## src/rtl/fp_pkg.sv

```systemverilog
// Shared binary32 definitions for the float datapath stages.
// Holds field widths, special-value constants and the adder state encoding.
package fp_pkg;

  localparam int unsigned EXP_W = 8;
  localparam int unsigned MAN_W = 23;
  localparam int unsigned BIAS  = 127;

  localparam logic [31:0] QNAN    = 32'h7FC00000;
  localparam logic [31:0] POS_INF = 32'h7F800000;
  localparam logic [31:0] NEG_INF = 32'hFF800000;

  typedef enum logic [2:0] {
    IDLE  = 3'd0,
    ALIGN = 3'd1,
    ADD   = 3'd2,
    NORM  = 3'd3,
    DONE  = 3'd4
  } state_t;

endpackage

```

## src/rtl/fp_lzc.sv

```systemverilog
// Combinational 28-bit leading-zero counter.
// Ports: value (28-bit input), count (5-bit number of leading zeros, 28 for 0).
module fp_lzc (
  input  logic [27:0] value,
  input  logic        unused_tie,
  output logic [4:0]  count
);

  // Scan LSB to MSB so the highest set bit determines the final count.
  always_comb begin
    count = 5'd28;
    for (int i = 0; i < 28; i++) begin
      if (value[i]) count = 5'(27 - i);
    end
  end

  logic unused_ok;
  assign unused_ok = unused_tie;

endmodule

```

## src/rtl/fpadd_seq.sv

```systemverilog
// Sequential binary32 adder: IDLE -> ALIGN -> ADD -> NORM -> DONE.
// Ports: clk, rst (sync, active-high); a, b, in_valid, in_ready (input side);
//        result, out_valid, out_ready (output side). Subnormals flush to zero,
//        rounding is nearest-even. out_valid is raised from the DONE state,
//        one edge after the packed result is registered.
module fpadd_seq
  import fp_pkg::*;
(
  input  logic        clk,
  input  logic        rst,
  input  logic [31:0] a,
  input  logic [31:0] b,
  input  logic        in_valid,
  output logic        in_ready,
  output logic [31:0] result,
  output logic        out_valid,
  input  logic        out_ready
);

  state_t      state;
  logic [31:0] a_r, b_r;
  logic        sign_r, sub_r, byp_r;
  logic [31:0] byp_val_r;
  logic [7:0]  exp_r;
  logic [23:0] sig_big_r;
  logic [26:0] sig_sml_r;
  logic [27:0] sum_r;

  assign in_ready = (state == IDLE);

  // ALIGN: unpack, classify, order by magnitude and shift the smaller operand.
  logic [7:0]  ea, eb, exp_big, exp_sml, diff;
  logic        za, zb, nan_a, nan_b, inf_a, inf_b, a_big;
  logic [30:0] key_a, key_b;
  logic [23:0] sig_a, sig_b, sig_big, sig_sml;
  logic [26:0] ext, al_sml, lost_mask;
  logic        byp;
  logic [31:0] byp_val;

  always_comb begin
    ea      = a_r[30:23];
    eb      = b_r[30:23];
    za      = (ea == 8'd0);
    zb      = (eb == 8'd0);
    nan_a   = (ea == 8'hFF) && (a_r[22:0] != 23'd0);
    nan_b   = (eb == 8'hFF) && (b_r[22:0] != 23'd0);
    inf_a   = (ea == 8'hFF) && (a_r[22:0] == 23'd0);
    inf_b   = (eb == 8'hFF) && (b_r[22:0] == 23'd0);
    sig_a   = za ? 24'd0 : {1'b1, a_r[22:0]};
    sig_b   = zb ? 24'd0 : {1'b1, b_r[22:0]};
    key_a   = za ? 31'd0 : a_r[30:0];
    key_b   = zb ? 31'd0 : b_r[30:0];
    a_big   = (key_a >= key_b);
    exp_big = a_big ? ea : eb;
    exp_sml = a_big ? eb : ea;
    sig_big = a_big ? sig_a : sig_b;
    sig_sml = a_big ? sig_b : sig_a;
    diff    = exp_big - exp_sml;
    ext     = {sig_sml, 3'b000};
    lost_mask = '0;
    if (diff >= 8'd27) begin
      al_sml    = '0;
      al_sml[0] = |sig_sml;
    end else begin
      al_sml    = ext >> diff;
      lost_mask = (27'd1 << diff) - 27'd1;
      al_sml[0] = al_sml[0] | (|(ext & lost_mask));
    end

    byp     = 1'b1;
    byp_val = QNAN;
    if (nan_a || nan_b)                          byp_val = QNAN;
    else if (inf_a && inf_b && (a_r[31] != b_r[31])) byp_val = QNAN;
    else if (inf_a)                              byp_val = a_r[31] ? NEG_INF : POS_INF;
    else if (inf_b)                              byp_val = b_r[31] ? NEG_INF : POS_INF;
    else if (za && zb)                           byp_val = {a_r[31] & b_r[31], 31'd0};
    else                                         byp = 1'b0;
  end

  // NORM: normalize via leading-zero count, round nearest-even, pack.
  logic [4:0]  lz;
  logic [27:0] shifted;
  logic [26:0] m27;
  logic [9:0]  e_u, e_fin;
  logic        rnd_up;
  logic [24:0] rounded;
  logic [22:0] frac;
  logic [31:0] packed_res;

  fp_lzc u_lzc (
    .value      (sum_r),
    .unused_tie (1'b0),
    .count      (lz)
  );

  always_comb begin
    // Carry case gives lz=0, so one path covers both the right and left shift.
    shifted = sum_r << lz;
    m27     = {shifted[27:2], |shifted[1:0]};
    e_u     = {2'b00, exp_r} + 10'd1 - {5'b00000, lz};
    rnd_up  = m27[2] & (m27[1] | m27[0] | m27[3]);
    rounded = {1'b0, m27[26:3]} + 25'(rnd_up);
    frac    = rounded[24] ? rounded[23:1] : rounded[22:0];
    e_fin   = e_u + 10'(rounded[24]);
    if (byp_r)                            packed_res = byp_val_r;
    else if (sum_r == 28'd0)              packed_res = 32'd0;
    else if (e_u[9] || (e_u == 10'd0))    packed_res = {sign_r, 31'd0};
    else if (e_fin >= 10'd255)            packed_res = {sign_r, 8'hFF, 23'd0};
    else                                  packed_res = {sign_r, e_fin[7:0], frac};
  end

  // Control FSM and datapath registers.
  always_ff @(posedge clk) begin
    if (rst) begin
      state     <= IDLE;
      a_r       <= '0;
      b_r       <= '0;
      sign_r    <= 1'b0;
      sub_r     <= 1'b0;
      byp_r     <= 1'b0;
      byp_val_r <= '0;
      exp_r     <= '0;
      sig_big_r <= '0;
      sig_sml_r <= '0;
      sum_r     <= '0;
      result    <= '0;
      out_valid <= 1'b0;
    end else begin
      case (state)
        IDLE: if (in_valid) begin
          a_r   <= a;
          b_r   <= b;
          state <= ALIGN;
        end
        ALIGN: begin
          sign_r    <= a_big ? a_r[31] : b_r[31];
          sub_r     <= a_r[31] ^ b_r[31];
          exp_r     <= exp_big;
          sig_big_r <= sig_big;
          sig_sml_r <= al_sml;
          byp_r     <= byp;
          byp_val_r <= byp_val;
          state     <= ADD;
        end
        ADD: begin
          sum_r <= sub_r ? ({1'b0, sig_big_r, 3'b000} - {1'b0, sig_sml_r})
                         : ({1'b0, sig_big_r, 3'b000} + {1'b0, sig_sml_r});
          state <= NORM;
        end
        NORM: begin
          result <= packed_res;
          state  <= DONE;
        end
        DONE: begin
          if (!out_valid) begin
            out_valid <= 1'b1;
          end else if (out_ready) begin
            out_valid <= 1'b0;
            state     <= IDLE;
          end
        end
        default: state <= IDLE;
      endcase
    end
  end

endmodule
```

## config.mk

```make
export PLATFORM = sky130hd
export DESIGN_NAME = fpadd_seq
export DESIGN_NICKNAME = d
export VERILOG_FILES = /design/src/rtl/fp_pkg.sv /design/src/rtl/fp_lzc.sv /design/src/rtl/fpadd_seq.sv
export SDC_FILE = /design/constraint.sdc
export NUM_CORES = 1
export LEC_CHECK = 0
export ABC_AREA = 1
export CELL_PAD_IN_SITES_DETAIL_PLACEMENT = 0
export CELL_PAD_IN_SITES_GLOBAL_PLACEMENT = 1
export CORE_ASPECT_RATIO = 1.5
export CORE_MARGIN = 5
export CORE_UTILIZATION = 35
export DETAILED_ROUTE_END_ITERATION = 7
export GPL_TIMING_DRIVEN = 1
export HOLD_SLACK_MARGIN = 0.08
export PLACE_DENSITY = 0.77
export SLEW_MARGIN = 20
export SYNTH_ARGS = -nofsm -noshare
export SYNTH_HDL_FRONTEND = slang
export SYNTH_SLANG_ARGS = --single-unit
```

## constraint.sdc

```tcl
create_clock -name clk -period 6.8 [get_ports clk]
set_clock_uncertainty 0.05 [all_clocks]
set_input_delay 1.36 -clock clk [delete_from_list [all_inputs] [get_ports clk]]
set_output_delay 1.36 -clock clk [all_outputs]
set_load 0.05 [all_outputs]
```

==> impl_metrics.py, run 1 <==
metrics = {
    "floorplanning": {
        "dieWidth_um": 185,
        "std_cell_rows": 96,
        "start_util": 0.352,
        "dieArea_sq_um": 50200,
        "num_io_pins": 102,
        "die_h_um": 272,
        "core_sq_um": 45500,
    },
    "run_status": {
        "status": "complete, no violations",
    },
    "final_layout": {
        "multi_input_area_sq_um": 10500,
        "syn_to_final_growth_pct": 14.1,
        "drive_gt1_frac": 0.0757,
        "final_cell_mix": "nand2_1 (562), inv_1 (281), nand3_1 (253), a21oi_1 (249), o21ai_0 (229)",
        "finalNetCount": 2786,
        "postLayoutCellArea_sq_um": 18300,
        "fin_cells": 3218,
        "final_common_cell": "nand2_1",
        "seqCellArea_sq_um": 3870,
        "fill_cells": 4909,
        "antenna_cells": 0,
    },
    "route": {
        "drc": 0,
        "route.vias.total": 17319,
        "wl_um": 60200,
        "drt_iter0_drc": 990,
        "ant_nets": 0,
        "first_pass_iters": 5,
        "viasPerCell": 5.38,
        "wl_per_cell_um": 18.7,
    },
    "global_route": {
        "track_usage": 0.235,
        "grt-ovfl-total": 0,
        "grt_pass1_vias": 17015,
        "antenna_found_initial": 0,
        "grt_pass1_wl_um": 93300,
        "grt_start_max_net_pins": 89,
    },
    "logic_synthesis": {
        "ys_warn_count": 0,
        "avgSynthCellArea_sq_um": 6.22,
        "ys_seq_elements": 193,
        "synth_edf_count": 0,
        "ys_seq_area_frac": 0.241,
        "synthArstFlopShare": 0,
        "syn_inst": 2573,
        "ys_types": 60,
        "synth_fp_nets": 2742,
        "synthFlopType": "dfxtp_1",
        "syn_area_sq_um": 16000,
    },
    "cts": {
        "clock_tree.root_cell": "clkbuf_16",
        "clock_latency_ps": 470,
        "cts.sinks": 193,
        "clock_tree.buffer_depth": 2,
        "h-tree-depth": 4,
        "cts_tree": "built",
        "cts_inserted_buffers": 17,
        "path_clk_slew_ps": 80,
    },
    "power_and_ir_drop": {
        "p_total_w": 0.00653,
        "power_frac_clock": 0.165,
        "p_seq_frac": 0.202,
        "power_leakage_nw": 8.16,
        "p_sw_frac": 0.541,
        "vdd_ir_drop_max_uv": 190,
        "p_switching_w": 0.00353,
        "power_density_nw_per_um2": 357,
        "internal-power_w": 0.00300,
        "combPwrFrac": 0.633,
    },
    "timing": {
        "max_freq_mhz": 160,
        "drv_slew": 0,
        "whs_ps": 415,
        "hold_viol_final": 0,
        "worst_slew_pin_slew_ps": 1020,
        "post-route-min-period_ps": 6250,
        "slew_headroom": 0.316,
        "setup_viol_count_final": 0,
        "period_share": 0.919,
        "worst_slack_ps": 554,
    },
    "setup_path": {
        "critPathMaxFanout": 36,
        "crit_top_cell": "nand2_1",
        "worstPathRequired_ps": 7140,
        "cp_slowest_cell": "o22ai_1",
        "max_stage_delay_ps": 470,
        "worst-setup-path-type": "reg -> reg",
        "cp-start-kind": "flop",
        "worstPathArrival_ps": 6590,
        "critical_path.top_delay_family": "simple AND/OR/NAND/NOR gates",
        "cp_num_buf_inv": 5,
        "end_kind": "flop",
    },
    "placed_design": {
        "io_buffers": 101,
        "dpl.hpwl_um": 49400,
        "dpl-instance-area_sq_um": 17600,
        "pre_cts_ws_ps": 270,
        "place_inst": 3180,
        "routabilityCongestion": 0.982,
    },
    "hold_path": {
        "min-delay-path-class": "reg -> reg",
    },
    "job": {
        "maxCapViolCount": 0,
    },
}
## tightest hold or removal path, delay by kind of cell, from the launching register on
family / cells / cell delay [ps]
AO/OA/AOI/OAI: 1 / 50
flip-flops: 1 / 310
AND/OR/NAND/NOR: 1 / 60
## state kept, by name (all words and copies together) (netlist names), 8 cells and up
register and flops:
sum_r 28, result 32, sig_big_r 24, sig_sml_r 27, exp_r 8, b_r 32, a_r 32
## metrics by stage
| stage | util | setup TNS, ps |
|---|---|---|
| after floorplan | - | 0 |
| after global placement | 0.386 | 0 |
| after detailed placement | 0.386 | 0 |
| after CTS | 0.399 | 0 |
| after global routing | 0.401 | -56.1 |
| final | 0.401 | 0 |
## logic make-up (layout without fill, tap and decap cells)
logic type / Yosys count / after routing / synth area share
buf+inv: 437 / 494 / 0.106
simple gates: 1153 / 1153 / 0.321
flops: 193 / 193 / 0.241
mux: 12 / 12 / 0.00750
compound gates: 632 / 632 / 0.219
fa+ha+maj: 101 / 101 / 0.0798
xor+xnor: 45 / 45 / 0.0251
## power by group through the flow
stage / Combinational (W) / Sequential, W / Clock [W]
global route: 0.00455 / 0.00133 / 0.00115
finish: 0.00413 / 0.00132 / 0.00108
global placement: 0.00409 / 0.00134 / 0
CTS: 0.00409 / 0.00132 / 0.00111
floorplan: 0.00286 / 0.00131 / 0
detailed placement: 0.00408 / 0.00134 / 0
## final timing paths
path,startpoint,endpoint,slack (ps),cells after the start
setup / recovery,b_r[25]$_SDFFE_PP0P_,sig_sml_r[3]$_SDFFE_PP0P_,550,28
setup reg to reg,b_r[25]$_SDFFE_PP0P_,sig_sml_r[3]$_SDFFE_PP0P_,550,28
hold / removal,result[21]$_SDFFE_PP0P_,result[21]$_SDFFE_PP0P_,420,2
hold reg to reg,result[21]$_SDFFE_PP0P_,result[21]$_SDFFE_PP0P_,420,2
## synth_stat cells (9+ instances only)
cell type | count | area, sq um
a22oi_1 | 13 | 97.6
xor2_1 | 31 | 272
ha_1 | 99 | 1240
o21ai_0 | 229 | 1150
nor3_1 | 23 | 115
o211ai_1 | 18 | 135
nand3_2 | 9 | 90.1
a31oi_1 | 24 | 150
a21oi_2 | 11 | 96.3
nand2_1 | 566 | 2120
o21ai_1 | 19 | 95.1
nand4_1 | 44 | 275
dfxtp_1 | 193 | 3860
a21oi_1 | 249 | 1250
nand2_2 | 20 | 125
o22ai_1 | 18 | 113
inv_1 | 286 | 1070
mux2i_1 | 12 | 120
buf_2 | 9 | 45.0
o21bai_1 | 9 | 67.6
xnor2_1 | 13 | 114
buf_1 | 17 | 63.8
nor2_2 | 10 | 62.6
clkbuf_1 | 93 | 349
inv_2 | 18 | 67.6
o31ai_1 | 9 | 67.6
nand3_1 | 255 | 1280
nor4_1 | 9 | 56.3
nor2_1 | 188 | 706
## layout make-up
type	count	share of cell area
inverter	310	0.0639
clock buffer	20	0.0250
timing repair buffer	151	0.0759
timing repair inverter	1	0.000411
sequential	193	0.212
multi-input combinational	1943	0.575
tap	588	0.0403
clock inverter	12	0.00801
## routing by layer
layer / up-vias / wire length (um) / global-route usage
met5: - / 0 / 0
met4: 0 / 3620 / 0.127
met2: 463 / 32600 / 0.461
met1: 8022 / 22100 / 0.238
li1: 8687 / - / -
met3: 147 / 1840 / 0.0250
## what timing repair did
action | 4_1_cts | 5_1_grt
gates resized for setup | 0 | 19
hold buffers | 0 | 0
setup buffers | 0 | 5
endpoints found under the setup margin | 0 | 29
hold endpoints to repair | 0 | 0
No activity file was read; power rests on OpenSTA's default activity.
==> run 2, diff against run 1 <==
--- a/config.mk
+++ b/config.mk
@@ -6,6 +6,7 @@
 export NUM_CORES = 1
 export LEC_CHECK = 0
 export ABC_AREA = 1
+export CAP_MARGIN = 10
 export CELL_PAD_IN_SITES_DETAIL_PLACEMENT = 0
 export CELL_PAD_IN_SITES_GLOBAL_PLACEMENT = 1
 export CORE_ASPECT_RATIO = 1.5
@@ -15,7 +16,7 @@
 export GPL_TIMING_DRIVEN = 1
 export HOLD_SLACK_MARGIN = 0.08
 export PLACE_DENSITY = 0.77
-export SLEW_MARGIN = 20
+export SLEW_MARGIN = 15
 export SYNTH_ARGS = -nofsm -noshare
 export SYNTH_HDL_FRONTEND = slang
 export SYNTH_SLANG_ARGS = --single-unit
==> results of run 2 <==
No change in the layout: final DEF, timing and power equal those of run 1.
